$ cat config.mk
export PLATFORM = sky130hd
export DESIGN_NAME = sum_diff_pipe
export DESIGN_NICKNAME = d
export VERILOG_FILES = /design/src/rtl/sum_diff_pipe.sv
export SDC_FILE = /design/constraint.sdc
export NUM_CORES = 1
export LEC_CHECK = 0
export BUFFER_PORTS_ARGS = -buffer_cell sky130_fd_sc_hd__buf_2
export CORE_ASPECT_RATIO = 1.75
export CORE_MARGIN = 10
export CORE_UTILIZATION = 29
export CTS_CLUSTER_DIAMETER = 50
export DETAILED_ROUTE_END_ITERATION = 8
export GPL_TIMING_DRIVEN = 0
export SYNTH_ARGS = -nofsm -noshare
export SYNTH_HDL_FRONTEND = slang
export SYNTH_SLANG_ARGS = --single-unit
$ cat constraint.sdc
create_clock -name clk -period 2.5 [get_ports clk]
set_input_delay 0.375 -clock clk [delete_from_list [all_inputs] [get_ports clk]]
set_output_delay 0.375 -clock clk [all_outputs]
set_load 0.005 [all_outputs]
$ cat src/rtl/sum_diff_pipe.sv
// sum_diff_pipe: two-stage add/subtract pipeline with valid/ready handshake,
// unsigned or two's complement overflow detection, optional saturation and a
// sticky overflow event counter.
module sum_diff_pipe #(
    parameter int WIDTH  = 6,
    parameter int SIGNED = 0,
    parameter int SAT    = 0,
    parameter int CNT_W  = 8
) (
    input  logic             clk,
    input  logic             rst_n,
    input  logic             in_valid,
    output logic             in_ready,
    input  logic             mode,
    input  logic [WIDTH-1:0] inA,
    input  logic [WIDTH-1:0] inB,
    output logic             out_valid,
    input  logic             out_ready,
    output logic [WIDTH-1:0] result,
    output logic             OF_D,
    output logic [CNT_W-1:0] of_count,
    input  logic             clr_count
);

    localparam logic [WIDTH-1:0] MAX_U = '1;
    localparam logic [WIDTH-1:0] MAX_S = {1'b0, {(WIDTH-1){1'b1}}};
    localparam logic [WIDTH-1:0] MIN_S = {1'b1, {(WIDTH-1){1'b0}}};
    localparam logic [CNT_W-1:0] CNT_MAX = '1;

    logic             r_s1_valid;
    logic             r_mode;
    logic [WIDTH-1:0] r_a;
    logic [WIDTH-1:0] r_b;
    logic             r_out_valid;
    logic [WIDTH-1:0] r_result;
    logic             r_of;
    logic [CNT_W-1:0] r_of_count;

    logic             w_s2_adv;
    logic             w_s1_adv;
    logic             w_out_xfer;
    logic [WIDTH:0]   w_ext;
    logic [WIDTH-1:0] w_raw;
    logic             w_carry;
    logic             w_sa;
    logic             w_sb;
    logic             w_sr;
    logic             w_of_s;
    logic             w_of;
    logic [WIDTH-1:0] w_sat_val;
    logic [WIDTH-1:0] w_res;

    assign w_s2_adv   = !r_out_valid || out_ready;
    assign w_s1_adv   = !r_s1_valid || w_s2_adv;
    assign w_out_xfer = r_out_valid && out_ready;

    assign in_ready  = w_s1_adv;
    assign out_valid = r_out_valid;
    assign result    = r_result;
    assign OF_D      = r_of;
    assign of_count  = r_of_count;

    // One extra bit captures carry (sum) or borrow (difference) for the unsigned case.
    assign w_ext   = r_mode ? ({1'b0, r_a} - {1'b0, r_b}) : ({1'b0, r_a} + {1'b0, r_b});
    assign w_raw   = w_ext[WIDTH-1:0];
    assign w_carry = w_ext[WIDTH];
    assign w_sa    = r_a[WIDTH-1];
    assign w_sb    = r_b[WIDTH-1];
    assign w_sr    = w_raw[WIDTH-1];
    assign w_of_s  = r_mode ? ((w_sa != w_sb) && (w_sr != w_sa))
                            : ((w_sa == w_sb) && (w_sr != w_sa));
    assign w_of    = (SIGNED != 0) ? w_of_s : w_carry;

    // Clamp value: signed overflow direction always follows the sign of inA.
    always_comb begin
        w_sat_val = w_raw;
        if (SIGNED != 0)
            w_sat_val = w_sa ? MIN_S : MAX_S;
        else
            w_sat_val = r_mode ? '0 : MAX_U;
    end

    assign w_res = ((SAT != 0) && w_of) ? w_sat_val : w_raw;

    // Stage 1: capture operands whenever the stage can advance.
    always_ff @(posedge clk or negedge rst_n) begin
        if (!rst_n) begin
            r_s1_valid <= 1'b0;
            r_mode     <= 1'b0;
            r_a        <= '0;
            r_b        <= '0;
        end else if (w_s1_adv) begin
            r_s1_valid <= in_valid;
            if (in_valid) begin
                r_mode <= mode;
                r_a    <= inA;
                r_b    <= inB;
            end
        end
    end

    // Stage 2: register result and overflow flag; holds while stalled.
    always_ff @(posedge clk or negedge rst_n) begin
        if (!rst_n) begin
            r_out_valid <= 1'b0;
            r_result    <= '0;
            r_of        <= 1'b0;
        end else if (w_s2_adv) begin
            r_out_valid <= r_s1_valid;
            if (r_s1_valid) begin
                r_result <= w_res;
                r_of     <= w_of;
            end
        end
    end

    // Overflow event counter: counts delivered overflowing results, sticks at max, clear wins.
    always_ff @(posedge clk or negedge rst_n) begin
        if (!rst_n)
            r_of_count <= '0;
        else if (clr_count)
            r_of_count <= '0;
        else if (w_out_xfer && r_of && (r_of_count != CNT_MAX))
            r_of_count <= r_of_count + 1'b1;
    end

endmodule

# After elaboration in Yosys (flattened, before gate mapping)
# Cells that the tools add are included.
# totals
reg_bits	30
wordCells	25
# classes
add_sub_neg	3
n_eq_ne	1
n_mux	3
reduce_logical	10
# ops
op	count
$mux 8	2
$add 8x1->8 const B	1
$ne 8x8->1 const B	1
$add 6x6->7	1
$mux 7	1
$sub 6x6->7	1
$reduce_and 2->1	2
$logic_and 1x1->1	3
$logic_not 1->1	2
$logic_or 1x1->1	2
$reduce_bool 2->1	1

# Longest topological paths before layout
# Gate-level depths: netlist of the first run.
# depth
depth_word	5
depth_mapped	10
ltp_nobuf	10

# Worst setup path after synthesis of the first run
# OpenSTA, ideal clock, no wires.
# synth_path
path_type	reg2reg
start	register r_b[0]
end	register r_of, in the netlist OF_D
setup_ns	0.135
arrival_ns	1.832
required_time_ns	2.365
setup_slack_ns	0.533
stages_incl_launch_ff	11
path_buffers	0
synth_period_minus_slack_ns	1.967
cell_sequence	dfrtp_1 inv_1 ha_1 nor3b_1 nor2_1 xnor2_1 ha_1 nand3_1 o2111ai_1 xor2_1 o21ai_0
# synth_via
elab_chain_len	2
word_cells_on_any_way	3
classes_between	2 x add/sub; 1 x mux
# synth_lines
item	line	rtl
start: declaration	33	logic [WIDTH-1:0] r_b;
start signal: assignment	97	r_b <= inB;
$add 6x6->7 or $sub 6x6->7 (tied branches)	64	assign w_ext = r_mode ? ({1'b0, r_a} - {1'b0, r_b}) : ({1'b0, r_a} + {1'b0, r_b});
$mux 7 (*)	64	
end signal: assignment	112	r_of <= w_of;
end: declaration	36	logic r_of;
# Mark *: on every way between the ends. The rest lies on a longest branch, timed or not.
# A chain may end at the register's enable or synchronous reset.

# Worst setup path after layout of the first run
# Same ends and word-level chain as after synthesis.

==> flow_metrics.env, run 1 <==
export IMPL_status="complete, no violations"
export IMPL_antenna_found_initial=0
export IMPL_fmax_ghz=0.4570
export IMPL_worstPathMaxFanout=5
export IMPL_ctsResizeCount=0
export IMPL_drt_iter0_markers=22
export IMPL_setup_tns_ps=0
export IMPL_relSlewSlack_pct=54.82
export IMPL_synth_common_cells="30 x dfrtp_1, 13 x nor2_1, 10 x mux2_4"
export IMPL_p_switching_mw=0.4976
export IMPL_cp_start_kind="register"
export IMPL_dp_cells=259
export IMPL_crit_chain="inv_1 > ha_1 > nor3b_1 > nor2_1 > xnor2_1 > ha_1 > nand3_1 > o2111ai_1 > xor2_1 > o21ai_0"
export IMPL_core_region_area_um2=5585
export IMPL_n_antenna_cell=0
export IMPL_p_per_area_nw_per_um2=754.5
export IMPL_rsz0062_at_grt="false"
export IMPL_grt_max_degree=31
export IMPL_floorplan_initialDensity_pct=30.09
export IMPL_drive_gt1_share_pct=33.16
export IMPL_ios=35
export IMPL_fp_dieW_um=77.54
export IMPL_final_nets=217
export IMPL_synth_fa_ha_area_share_pct=7.148
export IMPL_postCtsSetupBuffers=0
export IMPL_async_flop_share_pct=100.0
export IMPL_hpwl_mm=2.832
export IMPL_hold_path_class="in -> async"
export IMPL_grt_first_pass_wirelength_mm=6.037
export IMPL_synth_top_area_share_pct=44.68
export IMPL_p_total_mw=1.524
export IMPL_synth_most_common_cell="dfrtp_1"
export IMPL_cp_end_kind="register"
export IMPL_syn_area_um2=1680
export IMPL_finalHoldViolations=0
export IMPL_synth_edff_count=0
export IMPL_gp_congestion=0.7545
export IMPL_synth_top_family_by_area="simple AND/OR/NAND/NOR gates"
export IMPL_synth_seq_cells=30
export IMPL_cpMostUsedCell="ha_1"
export IMPL_cts_buffer_depth=2
export IMPL_period_share_pct=87.52
export IMPL_drcViolationCount=0
export IMPL_num_vias=1191
export IMPL_synth_distinct_cells=44
export IMPL_grt_pass1_vias=1283
export IMPL_overflow=0
export IMPL_setup_viol=0
export IMPL_r2r_slack_ps=310
export IMPL_synth_area_leaders="dfrtp_1 45%, mux2_4 8.9%, ha_1 6.0%"
export IMPL_drv_slew=0
export IMPL_cts_sinks=30
export IMPL_layout_area_overhead_vs_synth_pct=20.18
export IMPL_irDropWorstVdd_mv=0.2325
export IMPL_cts_root_buf="clkbuf_8"
export IMPL_clk_latency_ps=280
export IMPL_syn_nets=177
export IMPL_cts_tree="yes"
export IMPL_worstPathRequired_ps=2650
export IMPL_period_needed_ps=2188
export IMPL_p_leak_nw=0.9871
export IMPL_synth_main_ff_cell="dfrtp_1"
export IMPL_yosysTopAreaCell="dfrtp_1"
export IMPL_power_frac_seq_pct=42.3
export IMPL_crit_type="reg -> reg"
export IMPL_synth_simple_area_share_pct=15.12
export IMPL_stdcell_count=266
export IMPL_die_area_um2=9359
export IMPL_p_clk_share_pct=23.9
export IMPL_wl_mm=3.491
export IMPL_synthXorXnorAreaFrac_pct=6.776
export IMPL_wire_per_inst_um=13.12
export IMPL_via_per_inst=4.477
export IMPL_hold_buffers=0
export IMPL_max_stage_delay_ps=410
export IMPL_grt_usage_pct=8.137
export IMPL_synth_compound_area_share_pct=10.57
export IMPL_cts_buffers=5
export IMPL_syn_avg_cell_area_um2=11.20
export IMPL_cpMaxStageDelayCell="dfrtp_1"
export IMPL_io_buffers=33
export IMPL_syn_inst=150
export IMPL_fin_skew_ps=4.914
export IMPL_tightestPinTransition_ps=677.6
export IMPL_p_int_mw=1.026
export IMPL_swShare_pct=32.66
export IMPL_cts_htree_levels=2
export IMPL_drt_first_pass_iters=4
export IMPL_antenna_left=0
export IMPL_die_h_um=120.7
export IMPL_cp_arrival_ps=2340
export IMPL_synthMuxAreaShare_pct=12.81
export IMPL_maxCapViolCount=0
export IMPL_yosysSeqAreaShare_pct=44.68
export IMPL_row_count=36
export IMPL_ys_warn_count=0
export IMPL_path_delay_family="adder cells"
export IMPL_critPathBufInv=1
export IMPL_combPwrFrac_pct=33.9
export IMPL_clkTransAtPathRegs_ps=60
## final cells by class
type                    count  area (um^2)
flip-flops and latches     30        750.7
multi-input cells         109        880.8
repair buffers             33        165.2
clock inverters             2        10.01
clock buffers               5        68.82
inverters                   7        26.28
well taps                  76        95.09
fillers                   610         3566
plain buffers               4        22.52
## power groups by stage
| stage | sequential (mW) | combinational, mW | clock, mW |
|---|---|---|---|
| 2_1_floorplan | 0.648 | 0.364 | 0 |
| 3_3_place_gp | 0.653 | 0.518 | 0 |
| 3_5_place_dp | 0.656 | 0.532 | 0 |
| 4_1_cts | 0.647 | 0.535 | 0.380 |
| 5_1_grt | 0.662 | 0.593 | 0.404 |
| 6_report | 0.644 | 0.516 | 0.364 |
## worst register-to-register path: stages (launching register included)
cell and delay, ps:
dfrtp_1 410, inv_1 70, ha_1 160, nor3b_1 270
nor2_1 90, xnor2_1 140, ha_1 370, nand3_1 100
o2111ai_1 210, xor2_1 170, o21ai_0 80
## flip-flops by register name (all words and copies together) (netlist names)
signal and count:
out_valid 1, r_b 6, OF_D 1, r_a 6, result 6, of_count 8
r_s1_valid 1, r_mode 1
## path summary, 6_finish.rpt
path / from / to / cells past startpoint
setup / recovery: r_b[0]$_DFFE_PN0P_ / OF_D$_DFFE_PN0P_ / 10
hold / removal: rst_n / result[2]$_DFFE_PN0P_ / 1
setup reg to reg: r_b[0]$_DFFE_PN0P_ / OF_D$_DFFE_PN0P_ / 10
hold reg to reg: result[3]$_DFFE_PN0P_ / result[3]$_DFFE_PN0P_ / 2
max in group asynchronous: rst_n / r_a[5]$_DFFE_PN0P_ / 1
min in group clk: in_valid / r_s1_valid$_DFFE_PN0N_ / 2
## metal layers
| metal | wire length, um | track usage (%) | vias up | share of wire (%) |
|---|---|---|---|---|
| li1 | - | - | 608 | - |
| met1 | 1234 | 7.045 | 551 | 35 |
| met2 | 1924 | 15.28 | 27 | 55 |
| met3 | 257 | 3.783 | 5 | 7.4 |
| met4 | 74 | 3.784 | 0 | 2.1 |
| met5 | 0 | 0 | - | 0 |
## through the flow
step | hold WS (ps) | util, % | setup WS (ps) | area [um^2]
CTS | 149.6 | 36.16 | 260.2 | 2019
detailed placement | 455.7 | 34.74 | 271.4 | 1941
finish | 128.2 | 36.16 | 311.9 | 2019
global placement | 448.6 | 34.74 | 324.5 | 1941
global route | 177.9 | 36.16 | 83.67 | 2019
floorplan | 79.41 | - | 532.6 | 1680
## kinds of logic (layout without fill, tap and decap cells)
logic type	count (synthesis)	in the layout
and+or+nand+nor	47	47
xor gates and xnor gates	13	13
AOI/OAI and AO/OA	24	24
adders and majority gates	9	9
DFF	30	30
muxes	16	16
buffers and inverters	11	51
## cells in the final DEF, fill, tap and decap left out, drive strengths merged, types with 2 or more instances in the layout
master and n:
o211ai 3, mux2i 2, nand2 11, clkbuf 7, o2111ai 3, xnor2 7
ha 8, xor2 6, clkinv 2, nor3 2, dfrtp 30, mux2 14
a21oi 4, nand3 6, buf 35, and3 3, o21ai 7, nand2b 5
nor2 13, inv 7
Power figures use the tool's default switching activity.
==> run 2: changes to the inputs <==
--- a/config.mk
+++ b/config.mk
@@ -6,4 +6,5 @@
 export NUM_CORES = 1
 export LEC_CHECK = 0
+export ABC_AREA = 1
 export BUFFER_PORTS_ARGS = -buffer_cell sky130_fd_sc_hd__buf_2
 export CORE_ASPECT_RATIO = 1.75
==> constraint.sdc (replaced) <==
create_clock -name clk -period 2.5 [get_ports clk]
set_input_delay 0.375 -clock clk [delete_from_list [all_inputs] [get_ports clk]]
set_output_delay 0.375 -clock clk [all_outputs]
set_load 0.1 [all_outputs]
==> run 2 against run 1 <==
  * Cell area is 1.5% higher
  * Worst hold slack better by 3.9 ps
  * Wire length up 8.1%
  * Power increased by 34%
  * Critical endpoint unchanged
==> flow_metrics.env, run 2 <==
export IMPL_placement_cell_area_um2=1958
export IMPL_io_buffers=34
export IMPL_ios=35
export IMPL_irDropWorstVdd_mv=0.2592
export IMPL_async_flop_share_pct=100.0
export IMPL_via_per_inst=4.416
export IMPL_synth_distinct_cells=26
export IMPL_ctsResizeCount=0
export IMPL_grt_first_pass_wirelength_mm=6.617
export IMPL_rr_endpoint="OF_D$_DFFE_PN0P_"
export IMPL_synth_most_common_cell="nand2_1"
export IMPL_worstReg2RegStart="r_b[0]$_DFFE_PN0P_"
export IMPL_crit_type="reg -> reg"
export IMPL_cts_buffer_depth=2
export IMPL_synth_common_cells="53 x nand2_1, 30 x dfrtp_1, 17 x inv_1"
export IMPL_power_frac_seq_pct=31.8
export IMPL_r2r_slack_ps=510
export IMPL_final_nets=272
export IMPL_synthMuxAreaShare_pct=4.009
export IMPL_largest_reg_flops=8
export IMPL_period_share_pct=79.75
export IMPL_max_stage_delay_ps=350
export IMPL_r2r_cells=14
export IMPL_relSlewSlack_pct=55.08
export IMPL_ys_warn_count=0
export IMPL_n_antenna_cell=0
export IMPL_core_region_area_um2=5630
export IMPL_period_needed_ps=1994
export IMPL_drt_iter0_markers=32
export IMPL_drt_first_pass_iters=4
export IMPL_fp_dieW_um=77.63
export IMPL_design_area_um2=2049
export IMPL_fin_skew_ps=2.968
export IMPL_synth_edff_count=0
export IMPL_synth_seq_cells=30
export IMPL_grt_usage_pct=8.625
export IMPL_mostFrequentLayoutCells="53 x nand2_1, 36 x buf_2, 30 x dfrtp_1, 17 x inv_1"
export IMPL_worstPathRequired_ps=2670
export IMPL_drcViolationCount=0
export IMPL_synth_compound_area_share_pct=8.092
export IMPL_setup_tns_ps=0
export IMPL_synth_area_leaders="dfrtp_1 45%, nand2_1 12%, ha_1 5.9%"
export IMPL_postCtsSetupBuffers=0
export IMPL_grt_pass1_vias=1514
export IMPL_grt_max_degree=31
export IMPL_floorplan_initialDensity_pct=29.93
export IMPL_synth_top_family_by_area="simple AND/OR/NAND/NOR gates"
export IMPL_crit_chain="inv_1 > ha_1 > a21oi_1 > xor2_1 > inv_1 > ha_1 > nand2_1 > clkinv_1 > nand3_1 > nand2_1 > nand2_1 > nand2_1 > nand2_1 > nand2_1"
export IMPL_row_count=36
export IMPL_num_vias=1422
export IMPL_drv_slew=0
export IMPL_cpMostUsedCell="nand2_1"
export IMPL_synth_top_area_share_pct=44.54
export IMPL_die_area_um2=9381
export IMPL_cts_root_buf="clkbuf_8"
export IMPL_wire_per_inst_um=11.72
export IMPL_p_clk_share_pct=19.4
export IMPL_combPwrFrac_pct=48.8
export IMPL_cts_sinks=30
export IMPL_synthXorXnorAreaFrac_pct=4.157
export IMPL_maxCapViolCount=0
export IMPL_cpMaxStageDelayCell="dfrtp_1"
export IMPL_fmax_ghz=0.5016
export IMPL_gp_congestion=0.7449
export IMPL_die_h_um=120.8
export IMPL_hold_buffers=0
export IMPL_tightestPinTransition_ps=673.8
export IMPL_clk_latency_ps=280
export IMPL_drive_gt1_share_pct=23.58
export IMPL_clkTransAtPathRegs_ps=60
export IMPL_cp_arrival_ps=2170
export IMPL_cts_tree="yes"
export IMPL_synth_fa_ha_area_share_pct=7.127
export IMPL_antenna_left=0
export IMPL_antenna_found_initial=0
export IMPL_hold_path_class="in -> async"
export IMPL_wl_mm=3.775
export IMPL_p_int_mw=1.032
export IMPL_setup_viol=0
export IMPL_finalHoldViolations=0
export IMPL_p_total_mw=2.036
export IMPL_status="complete, no violations"
export IMPL_cts_buffers=5
export IMPL_cp_start_kind="register"
export IMPL_synth_simple_area_share_pct=24.50
export IMPL_hold_ws_ps=132.1
export IMPL_syn_nets=231
export IMPL_p_switching_mw=1.004
export IMPL_overflow=0
export IMPL_syn_inst=204
export IMPL_hpwl_mm=3.089
export IMPL_rsz0062_at_grt="false"
export IMPL_layout_area_overhead_vs_synth_pct=21.60
export IMPL_syn_area_um2=1685
export IMPL_final_common_cell="nand2_1"
export IMPL_syn_avg_cell_area_um2=8.262
export IMPL_yosysTopAreaCell="dfrtp_1"
export IMPL_synth_main_ff_cell="dfrtp_1"
export IMPL_cts_htree_levels=2
export IMPL_cp_end_kind="register"
export IMPL_swShare_pct=49.32
export IMPL_p_per_area_nw_per_um2=993.6
export IMPL_worstPathMaxFanout=5
export IMPL_p_leak_nw=1.075
export IMPL_yosysSeqAreaShare_pct=44.54
[run 2: cell count changes after synthesis, sizes merged, moves of 3 or more]
cell / delta
a21oi: +11
and3: -3
clkinv: +6
inv: +15
mux2: -8
nand2: +46
nand2b: -5
nand3: +10
nor2: +4
o2111ai: -3
o211ai: -3
o21ai: +3
xnor2: -4
[run 2: how the worst max path moves through the flow]
stage                                      from                    end  slack (ps)
after CTS                    r_b[0]$_DFFE_PN0P_       OF_D$_DFFE_PN0P_         490
after global routing         r_b[0]$_DFFE_PN0P_  result[5]$_DFFE_PN0P_         310
after global placement       r_b[0]$_DFFE_PN0P_       OF_D$_DFFE_PN0P_         520
after detailed placement     r_b[0]$_DFFE_PN0P_       OF_D$_DFFE_PN0P_         500
final                        r_b[0]$_DFFE_PN0P_       OF_D$_DFFE_PN0P_         510
after floorplan           out_valid$_DFFE_PN0P_     r_a[1]$_DFFE_PN0P_         240
[run 2: cells by family after synthesis]
group	count (synthesis)
buffers and inverters	31
adders and majority gates	9
AOI/OAI and AO/OA	26
xor gates and xnor gates	8
muxes	6
DFF	30
and+or+nand+nor	94
[run 2: routing by layer]
metal	global-route usage [%]	vias to the layer above	part of all wire, %
met4	4.128	0	2.4
met2	16.61	30	57
met1	7.115	650	33
met5	0	-	0
met3	3.858	8	8.0
li1	-	734	-
[run 2: stage by stage]
| stage | setup slack [ps] | utilization, % | instances |
|---|---|---|---|
| finish | 506.2 | 36.40 | 322 |
| global route | 306.5 | 36.40 | 322 |
| global placement | 517.4 | 34.78 | 314 |
| detailed placement | 496.5 | 34.78 | 314 |
| CTS | 488.5 | 36.40 | 322 |
| floorplan | 239.6 | - | 204 |
[run 2: worst max-delay path: cells and delay by family, from the launching register on]
| family | cells | cell delay [ps] |
|---|---|---|
| XOR/XNOR | 1 | 160 |
| AND/OR/NAND/NOR | 7 | 440 |
| flip-flops | 1 | 350 |
| adder cells (fa/ha/maj) | 2 | 570 |
| AO/OA/AOI/OAI | 1 | 190 |
| buffers and inverters | 3 | 190 |
[run 2: power groups by stage]
stage          combinational [mW]  clock [mW]  sequential [mW]
5_1_grt                      1.08       0.428            0.661
3_3_place_gp                0.991           0            0.655
6_report                    0.993       0.396            0.647
3_5_place_dp                 1.00           0            0.658
2_1_floorplan               0.378           0             1.09
4_1_cts                      1.01       0.408            0.649
[run 2: final cells by class]
cell class / instances / area (um^2)
clock buffer: 7 / 86.33
buffer: 3 / 17.52
clock inverter: 1 / 5.005
inverter: 28 / 110.1
tap: 76 / 95.09
fill: 607 / 3581
multi-input combinational: 143 / 814.5
sequential: 30 / 750.7
timing repair buffer: 34 / 170.2
